`src/rtl/sram_frame_pkg.sv`:
```
// Shared types and widths for the SRAM frame-buffer controller and its write FIFO.
package sram_frame_pkg;

  localparam int ADDR_W = 18;
  localparam int DATA_W = 16;

  typedef enum logic [1:0] {
    ST_IDLE  = 2'd0,
    ST_READ  = 2'd1,
    ST_WRITE = 2'd2
  } state_t;

  typedef enum logic {
    GRANT_READ  = 1'b0,
    GRANT_WRITE = 1'b1
  } grant_t;

  typedef struct packed {
    logic [ADDR_W-1:0] addr;
    logic [DATA_W-1:0] data;
  } fifo_entry_t;

  // Frame write pointer advance with wrap at the last word of the frame.
  function automatic logic [ADDR_W-1:0] nextWrAddr(input logic [ADDR_W-1:0] cur,
                                                   input logic [ADDR_W-1:0] last);
    return (cur == last) ? '0 : cur + 1'b1;
  endfunction

endpackage

```
`src/rtl/sram_wr_fifo.sv`:
```
// Small synchronous FIFO holding {address, pixel} write requests for the SRAM controller.
module sram_wr_fifo
  import sram_frame_pkg::*;
#(
  parameter int DEPTH = 4
) (
  input  logic        iCLK,
  input  logic        iRST_N,
  input  logic        i_push,
  input  fifo_entry_t i_entry,
  input  logic        i_pop,
  output fifo_entry_t o_head,
  output logic        o_full,
  output logic        o_empty
);

  localparam int PTR_W = $clog2(DEPTH);

  logic [PTR_W-1:0] r_wrIdx;
  logic [PTR_W-1:0] r_rdIdx;
  logic [PTR_W:0]   r_count;
  fifo_entry_t      r_mem [DEPTH];

  logic w_doPush;
  logic w_doPop;

  assign o_full   = (r_count == (PTR_W+1)'(DEPTH));
  assign o_empty  = (r_count == '0);
  assign w_doPop  = i_pop && !o_empty;
  // A pop in the same cycle frees a slot, so a full FIFO still takes the push.
  assign w_doPush = i_push && (!o_full || w_doPop);
  assign o_head   = r_mem[r_rdIdx];

  always_ff @(posedge iCLK or negedge iRST_N) begin
    if (!iRST_N) begin
      r_wrIdx <= '0;
      r_rdIdx <= '0;
      r_count <= '0;
    end else begin
      if (w_doPush) r_wrIdx <= r_wrIdx + 1'b1;
      if (w_doPop)  r_rdIdx <= r_rdIdx + 1'b1;
      case ({w_doPush, w_doPop})
        2'b10:   r_count <= r_count + 1'b1;
        2'b01:   r_count <= r_count - 1'b1;
        default: r_count <= r_count;
      endcase
    end
  end

  always_ff @(posedge iCLK) begin
    if (w_doPush) r_mem[r_wrIdx] <= i_entry;
  end

endmodule

```
`src/rtl/sram_frame_ctrl.sv`:
```
// Frame-buffer SRAM arbiter: buffered capture writes vs. display reads, 2-cycle accesses.
// Define SRAM_FRAME_CTRL_DROP_CNT_EN to add the saturating oDROP_CNT dropped-write counter.
module sram_frame_ctrl
  import sram_frame_pkg::*;
#(
  parameter int FRAME_WORDS = 153600,
  parameter int WFIFO_DEPTH = 4
) (
  input  logic              iCLK,
  input  logic              iRST_N,
  input  logic [DATA_W-1:0] iWR_DATA,
  input  logic              iWR_VALID,
  input  logic              iWR_START,
  input  logic              iRD_REQ,
  input  logic [ADDR_W-1:0] iRD_ADDR,
  output logic              oRD_READY,
  output logic [DATA_W-1:0] oRD_DATA,
  output logic              oRD_VALID,
  output logic              oFRAME_DONE,
  output logic              oWR_OVERFLOW,
  output logic [DATA_W-1:0] oSRAM_DATA,
  input  logic [DATA_W-1:0] iSRAM_DATA,
  output logic [ADDR_W-1:0] oSRAM_ADDR,
  output logic              oSRAM_WE_N,
  output logic              oSRAM_OE_N,
  output logic              oSRAM_CE_N,
  output logic [1:0]        oSRAM_BE_N
`ifdef SRAM_FRAME_CTRL_DROP_CNT_EN
  ,
  output logic [15:0]       oDROP_CNT
`endif
);

  localparam logic [ADDR_W-1:0] LAST_ADDR = ADDR_W'(FRAME_WORDS - 1);

  state_t            r_state;
  grant_t            r_lastGrant;
  logic [ADDR_W-1:0] r_wrPtr;
  logic              r_frameDone;
  logic              r_overflow;
  logic [DATA_W-1:0] r_rdData;
  logic              r_rdValid;
  logic [ADDR_W-1:0] r_sramAddr;
  logic [DATA_W-1:0] r_sramData;
  logic              r_sramWeN;
  logic              r_sramOeN;
  logic              r_sramCeN;
  logic [1:0]        r_sramBeN;

  fifo_entry_t       w_head;
  fifo_entry_t       w_pushEntry;
  logic              w_fifoFull;
  logic              w_fifoEmpty;
  logic              w_rdReady;
  logic              w_grantRead;
  logic              w_grantWrite;
  logic              w_wrAccept;
  logic              w_wrDrop;
  logic [ADDR_W-1:0] w_wrBase;

  // Round-robin: with both sides pending, a read is only offered if the last grant was a write.
  assign w_rdReady    = (r_state == ST_IDLE) && !(!w_fifoEmpty && (r_lastGrant == GRANT_READ));
  assign w_grantRead  = w_rdReady && iRD_REQ;
  assign w_grantWrite = (r_state == ST_IDLE) && !w_fifoEmpty && !w_grantRead;

  assign w_wrBase    = iWR_START ? '0 : r_wrPtr;
  assign w_wrAccept  = iWR_VALID && (!w_fifoFull || w_grantWrite);
  assign w_wrDrop    = iWR_VALID && !w_wrAccept;
  assign w_pushEntry = '{addr: w_wrBase, data: iWR_DATA};

  sram_wr_fifo #(
    .DEPTH (WFIFO_DEPTH)
  ) u_wrFifo (
    .iCLK    (iCLK),
    .iRST_N  (iRST_N),
    .i_push  (w_wrAccept),
    .i_entry (w_pushEntry),
    .i_pop   (w_grantWrite),
    .o_head  (w_head),
    .o_full  (w_fifoFull),
    .o_empty (w_fifoEmpty)
  );

  always_ff @(posedge iCLK or negedge iRST_N) begin
    if (!iRST_N) begin
      r_wrPtr     <= '0;
      r_frameDone <= 1'b0;
      r_overflow  <= 1'b0;
    end else begin
      r_frameDone <= w_wrAccept && (w_wrBase == LAST_ADDR);
      if (w_wrAccept) begin
        r_wrPtr <= nextWrAddr(w_wrBase, LAST_ADDR);
      end else if (iWR_START) begin
        r_wrPtr <= '0;
      end
      if (w_wrDrop) r_overflow <= 1'b1;
    end
  end

  always_ff @(posedge iCLK or negedge iRST_N) begin
    if (!iRST_N) begin
      r_state     <= ST_IDLE;
      r_lastGrant <= GRANT_WRITE;
      r_rdData    <= '0;
      r_rdValid   <= 1'b0;
      r_sramAddr  <= '0;
      r_sramData  <= '0;
      r_sramWeN   <= 1'b1;
      r_sramOeN   <= 1'b1;
      r_sramCeN   <= 1'b1;
      r_sramBeN   <= 2'b11;
    end else begin
      r_rdValid <= 1'b0;
      case (r_state)
        ST_IDLE: begin
          if (w_grantRead) begin
            r_sramAddr  <= iRD_ADDR;
            r_sramCeN   <= 1'b0;
            r_sramOeN   <= 1'b0;
            r_sramWeN   <= 1'b1;
            r_sramBeN   <= 2'b00;
            r_lastGrant <= GRANT_READ;
            r_state     <= ST_READ;
          end else if (w_grantWrite) begin
            r_sramAddr  <= w_head.addr;
            r_sramData  <= w_head.data;
            r_sramCeN   <= 1'b0;
            r_sramWeN   <= 1'b0;
            r_sramOeN   <= 1'b1;
            r_sramBeN   <= 2'b00;
            r_lastGrant <= GRANT_WRITE;
            r_state     <= ST_WRITE;
          end
        end
        ST_READ: begin
          r_rdData  <= iSRAM_DATA;
          r_rdValid <= 1'b1;
          r_sramCeN <= 1'b1;
          r_sramOeN <= 1'b1;
          r_state   <= ST_IDLE;
        end
        ST_WRITE: begin
          r_sramWeN <= 1'b1;
          r_sramCeN <= 1'b1;
          r_state   <= ST_IDLE;
        end
        default: begin
          r_sramWeN <= 1'b1;
          r_sramOeN <= 1'b1;
          r_sramCeN <= 1'b1;
          r_state   <= ST_IDLE;
        end
      endcase
    end
  end

`ifdef SRAM_FRAME_CTRL_DROP_CNT_EN
  logic [15:0] r_dropCnt;

  always_ff @(posedge iCLK or negedge iRST_N) begin
    if (!iRST_N) begin
      r_dropCnt <= '0;
    end else if (w_wrDrop && (r_dropCnt != 16'hFFFF)) begin
      r_dropCnt <= r_dropCnt + 1'b1;
    end
  end

  assign oDROP_CNT = r_dropCnt;
`endif

  assign oRD_READY    = w_rdReady;
  assign oRD_DATA     = r_rdData;
  assign oRD_VALID    = r_rdValid;
  assign oFRAME_DONE  = r_frameDone;
  assign oWR_OVERFLOW = r_overflow;
  assign oSRAM_ADDR   = r_sramAddr;
  assign oSRAM_DATA   = r_sramData;
  assign oSRAM_WE_N   = r_sramWeN;
  assign oSRAM_OE_N   = r_sramOeN;
  assign oSRAM_CE_N   = r_sramCeN;
  assign oSRAM_BE_N   = r_sramBeN;

endmodule
```
`config.mk`:
```
export PLATFORM = sky130hd
export DESIGN_NAME = sram_frame_ctrl
export DESIGN_NICKNAME = d
export VERILOG_FILES = /design/src/rtl/sram_frame_pkg.sv /design/src/rtl/sram_wr_fifo.sv /design/src/rtl/sram_frame_ctrl.sv
export SDC_FILE = /design/constraint.sdc
export NUM_CORES = 1
export LEC_CHECK = 0
export BUFFER_PORTS_ARGS = -buffer_cell sky130_fd_sc_hd__buf_2
export CORE_ASPECT_RATIO = 0.75
export CORE_MARGIN = 2
export CORE_UTILIZATION = 45
export DETAILED_ROUTE_END_ITERATION = 8
export GPL_TIMING_DRIVEN = 0
export SKIP_LAST_GASP = 1
export SLEW_MARGIN = 15
export SYNTH_ARGS = -nofsm -noshare
export SYNTH_HDL_FRONTEND = slang
export SYNTH_SLANG_ARGS = --single-unit
```
`constraint.sdc`:
```
create_clock -name iCLK -period 2.8 [get_ports iCLK]
set_input_delay 0.28 -clock iCLK [delete_from_list [all_inputs] [get_ports iCLK]]
set_output_delay 0.28 -clock iCLK [all_outputs]
set_load 0.01 [all_outputs]
```
==> results by group <==
Run status
  – Result of the run: finished clean

Pwr
  – Proportion of power drawn by the clock network: 25.4%
  – Share of total power consumed by net switching: 30.7%
  – Total design power: 0.0112 W
  – Internal portion of total power: 0.00775 W
  – Peak VDD IR: 0.898 mV
  – Reported leakage power: 4.39 nW
  – P_sw: 0.00343 W
  – Seq pwr share: 42.3%
  – Total power divided by cell area: 1020 nW/um2
  – Share of total power in combinational logic: 32.3%

Critical path
  – Critical Path RT: 2.99 ns
  – Arrival @ worst endpoint: 2.76 ns
  – Setup crit end kind: flip-flop
  – Highest fanout seen on the critical path: 20
  – Worst path cell trace: a211o_1 > a31oi_4 > clkbuf_2 > and2_2 > buf_12
  – CP max stage cell: sky130_fd_sc_hd__and2_2
  – Max incr delay on CP: 0.49 ns
  – Setup Crit Path Kind: flip-flop to flip-flop
  – Critical path startpoint category: flip-flop

Layout
  – Count of filler cells inserted in the layout: 1510
  – Layout Nets: 765
  – Most common cell after layout, fill and taps aside: sky130_fd_sc_hd__edfxtp_1
  – Total area of multi-input combinational cells: 2470 um2
  – Number of non-filler instances in the completed layout: 972
  – Layout-stage area growth over the synthesis result: 23.6%
  – Fraction of layout cells with a size suffix above 1: 33.8%
  – Number of diodes added for antenna fixing: 0
  – Seq. cell area: 6220 um2
  – Highest-count cells in the layout ignoring fill and taps: sky130_fd_sc_hd__edfxtp_1 (136), sky130_fd_sc_hd__buf_2 (119), sky130_fd_sc_hd__dfrtp_1 (80)

Logic synthesis
  – Share of synthesized area occupied by flip-flops and latches: 70.4%
  – Prevailing post-synth register cell: sky130_fd_sc_hd__edfxtp_1
  – FF+latch count, synth: 221
  – Proportion of synthesized flip-flops having asynchronous set or reset: 38.5%
  – Cell area after technology mapping: 8830 um2
  – Average instance area after synthesis: 16.9 um2
  – Number of distinct library cells after synthesis: 53
  – Count of flip-flops with a built-in enable after synthesis: 136
  – Synthesized Nets: 584
  – Syn Inst Count: 522
  – Synth warnings: 0

Timing
  – Setup repair after global routing missed its margin: false
  – Period minus WS final: 2.57 ns
  – Worst slew margin relative to its limit: 47.7%
  – Setup TNS: 0 ns
  – Smallest setup slack after layout: 0.231 ns
  – Layout Skew: 0.0146 ns
  – Slew at the pin closest to its max-slew limit: 0.784 ns
  – Worst Hold Margin: 0.0105 ns
  – Count of final max-slew check failures: 0
  – Total count of hold-check failures in the final report: 0
  – Setup violations, final: 0
  – Post-route clock period utilization: 91.8%
  – Fmax: 389 MHz

Floorplan
  – Die Footprint: 20800 um2
  – Horiz. Die Dim: 166 um
  – Total number of placement rows: 44
  – Starting utilization of the core area: 45.7%
  – Die Ht: 125 um
  – Core region area: 19300 um2
  – I/O pin count: 114

Min path
  – Tightest Hold Check Type: input port to flip-flop

CTS
  – Clock transition at the registers of the reported paths: 0.06 ns
  – H-tree depth reported by CTS: 1
  – Longest Clk Path Bufs: 3
  – Cts bufs inserted: 22
  – CTS tree: yes
  – Cell at the root of the clock tree: sky130_fd_sc_hd__clkbuf_16
  – Source-to-sink clock delay at the later pin of the worst-skew pair: 0.51 ns
  – CTS sink count: 221

Global routing
  – Total Routing Usage GR: 18.4%
  – Vias in the first global route: 5292
  – Maximum number of pins on one net before global-route repair: 52
  – Wire length of the first global-routing pass: 29700 um
  – GR Overflow Total: 0
  – Antenna violations before repair: 0

Routing
  – Length of the first detailed-routing pass in iterations: 4
  – Total routed wirelength: 18800 um
  – Drt initial violations: 398
  – Vias after detailed routing: 5151
  – Average via count per standard cell: 5.30
  – DRC violations left: 0
  – Number of nets with antenna violations after detailed routing: 0
  – Routed len/inst: 19.3 um

Job
  – Maxcap violations: 0

Placed design
  – Port Buffers: 113
  – Instance count after placement with tap cells included: 893
  – Post-placement setup slack: -0.167 ns
  – Global placer's final weighted congestion: 0.829
  – Half-perimeter wire length of the detailed placement result: 12200 um
-- critical path, delay by kind of cell, from the launching register on --
kind,cells,cell delay (ns)
compound gates,2,0.75
buf+inv,2,0.59
simple gates,1,0.49
flops,1,0.42
-- power groups by stage --
| stage | logic [W] | registers, W | clock network [W] |
|---|---|---|---|
| after CTS | 0.00364 | 0.00473 | 0.00291 |
| after global routing | 0.00394 | 0.00481 | 0.00303 |
| after floorplan | 0.00216 | 0.00492 | 0 |
| final | 0.00361 | 0.00473 | 0.00284 |
| after detailed placement | 0.00359 | 0.00479 | 0 |
| after global placement | 0.00341 | 0.00477 | 0 |
-- kinds of logic (layout without fill, tap and decap cells) --
family / Yosys count / in the layout / share of synthesized area, %
DFF: 221 / 221 / 70.4
buffers and inverters: 36 / 233 / 1.71
and+or+nand+nor: 109 / 109 / 7.10
muxes: 85 / 85 / 14.9
adders and majority gates: 7 / 7 / 1.08
AOI/OAI and AO/OA: 52 / 52 / 3.64
xor gates and xnor gates: 12 / 12 / 1.19
-- flip-flops by register name, summed over array words and instances, names as in the netlist --
name	cells
oRD_VALID	1
oSRAM_WE_N	1
u_wrFifo.r_wrIdx	2
oSRAM_OE_N	1
oWR_OVERFLOW	1
r_state	2
r_wrPtr	18
r_lastGrant	1
oSRAM_BE_N	1
oFRAME_DONE	1
oRD_DATA	16
u_wrFifo.r_count	3
u_wrFifo.r_rdIdx	2
u_wrFifo.r_mem	136
oSRAM_DATA	16
oSRAM_CE_N	1
oSRAM_ADDR	18
-- cells in the mapped netlist (all sizes together) (6+ instances only) --
master	count	area, um2
edfxtp	136	4080
dfrtp	80	2000
mux4	34	766
mux2	32	360
nand2	32	123
o21ai	31	155
mux2i	19	190
nor2	16	67.6
nor2b	15	93.8
buf	13	65.1
inv	12	45.1
clkbuf	11	41.3
nand3	8	45.0
nor3	8	40.0
xor2	7	61.3
a21oi	6	30.0
and2	6	37.5
ha	6	75.1
nand4	6	37.5
-- path summary, 6_finish.rpt --
kind | startpoint | end | slack, ns | cells past startpoint
max | r_state[1] | u_wrFifo.r_mem[3][32] | 0.23 | 5
min | iRD_ADDR[8] | oSRAM_ADDR[8] | 0.01 | 3
max reg2reg | r_state[1] | u_wrFifo.r_mem[3][32] | 0.23 | 5
min reg2reg | oSRAM_CE_N | oSRAM_CE_N | 0.47 | 2
max in group asynchronous | iRST_N | r_lastGrant | 1.71 | 3
min in group asynchronous | iRST_N | oSRAM_DATA[15] | 0.38 | 2
-- cell type report --
type | instances | area share (%)
Sequential cell | 221 | 56.9
Multi-Input combinational cell | 265 | 22.6
Timing Repair Buffer | 158 | 9.72
Clock buffer | 30 | 5.79
Tap cell | 253 | 2.90
Buffer | 23 | 0.951
Clock inverter | 10 | 0.665
Inverter | 12 | 0.413
-- layer usage --
layer | wire, um | GRT usage, % | vias up
met5 | 0 | 0 | -
met4 | 412 | 5.06 | 0
met3 | 835 | 3.29 | 36
met2 | 8950 | 29.1 | 133
met1 | 8570 | 26.5 | 2632
li1 | - | - | 2350
-- stage by stage --
step / utilization (%) / cell area (um2)
final: 56.5 / 10900
after detailed placement: 50.8 / 9820
after floorplan: - / 8830
after global placement: 50.3 / 9720
after CTS: 56.4 / 10900
after global routing: 56.5 / 10900
-- repair_timing --
action | in CTS | in global routing
hold endpoints to repair | 128 | 0
hold buffers | 37 | 0
resized for setup | 0 | 2
setup endpoints to repair | 1 | 91
buffers inserted | 0 | 3
pin swaps | 0 | 2
No activity file was read; power rests on OpenSTA's default activity.
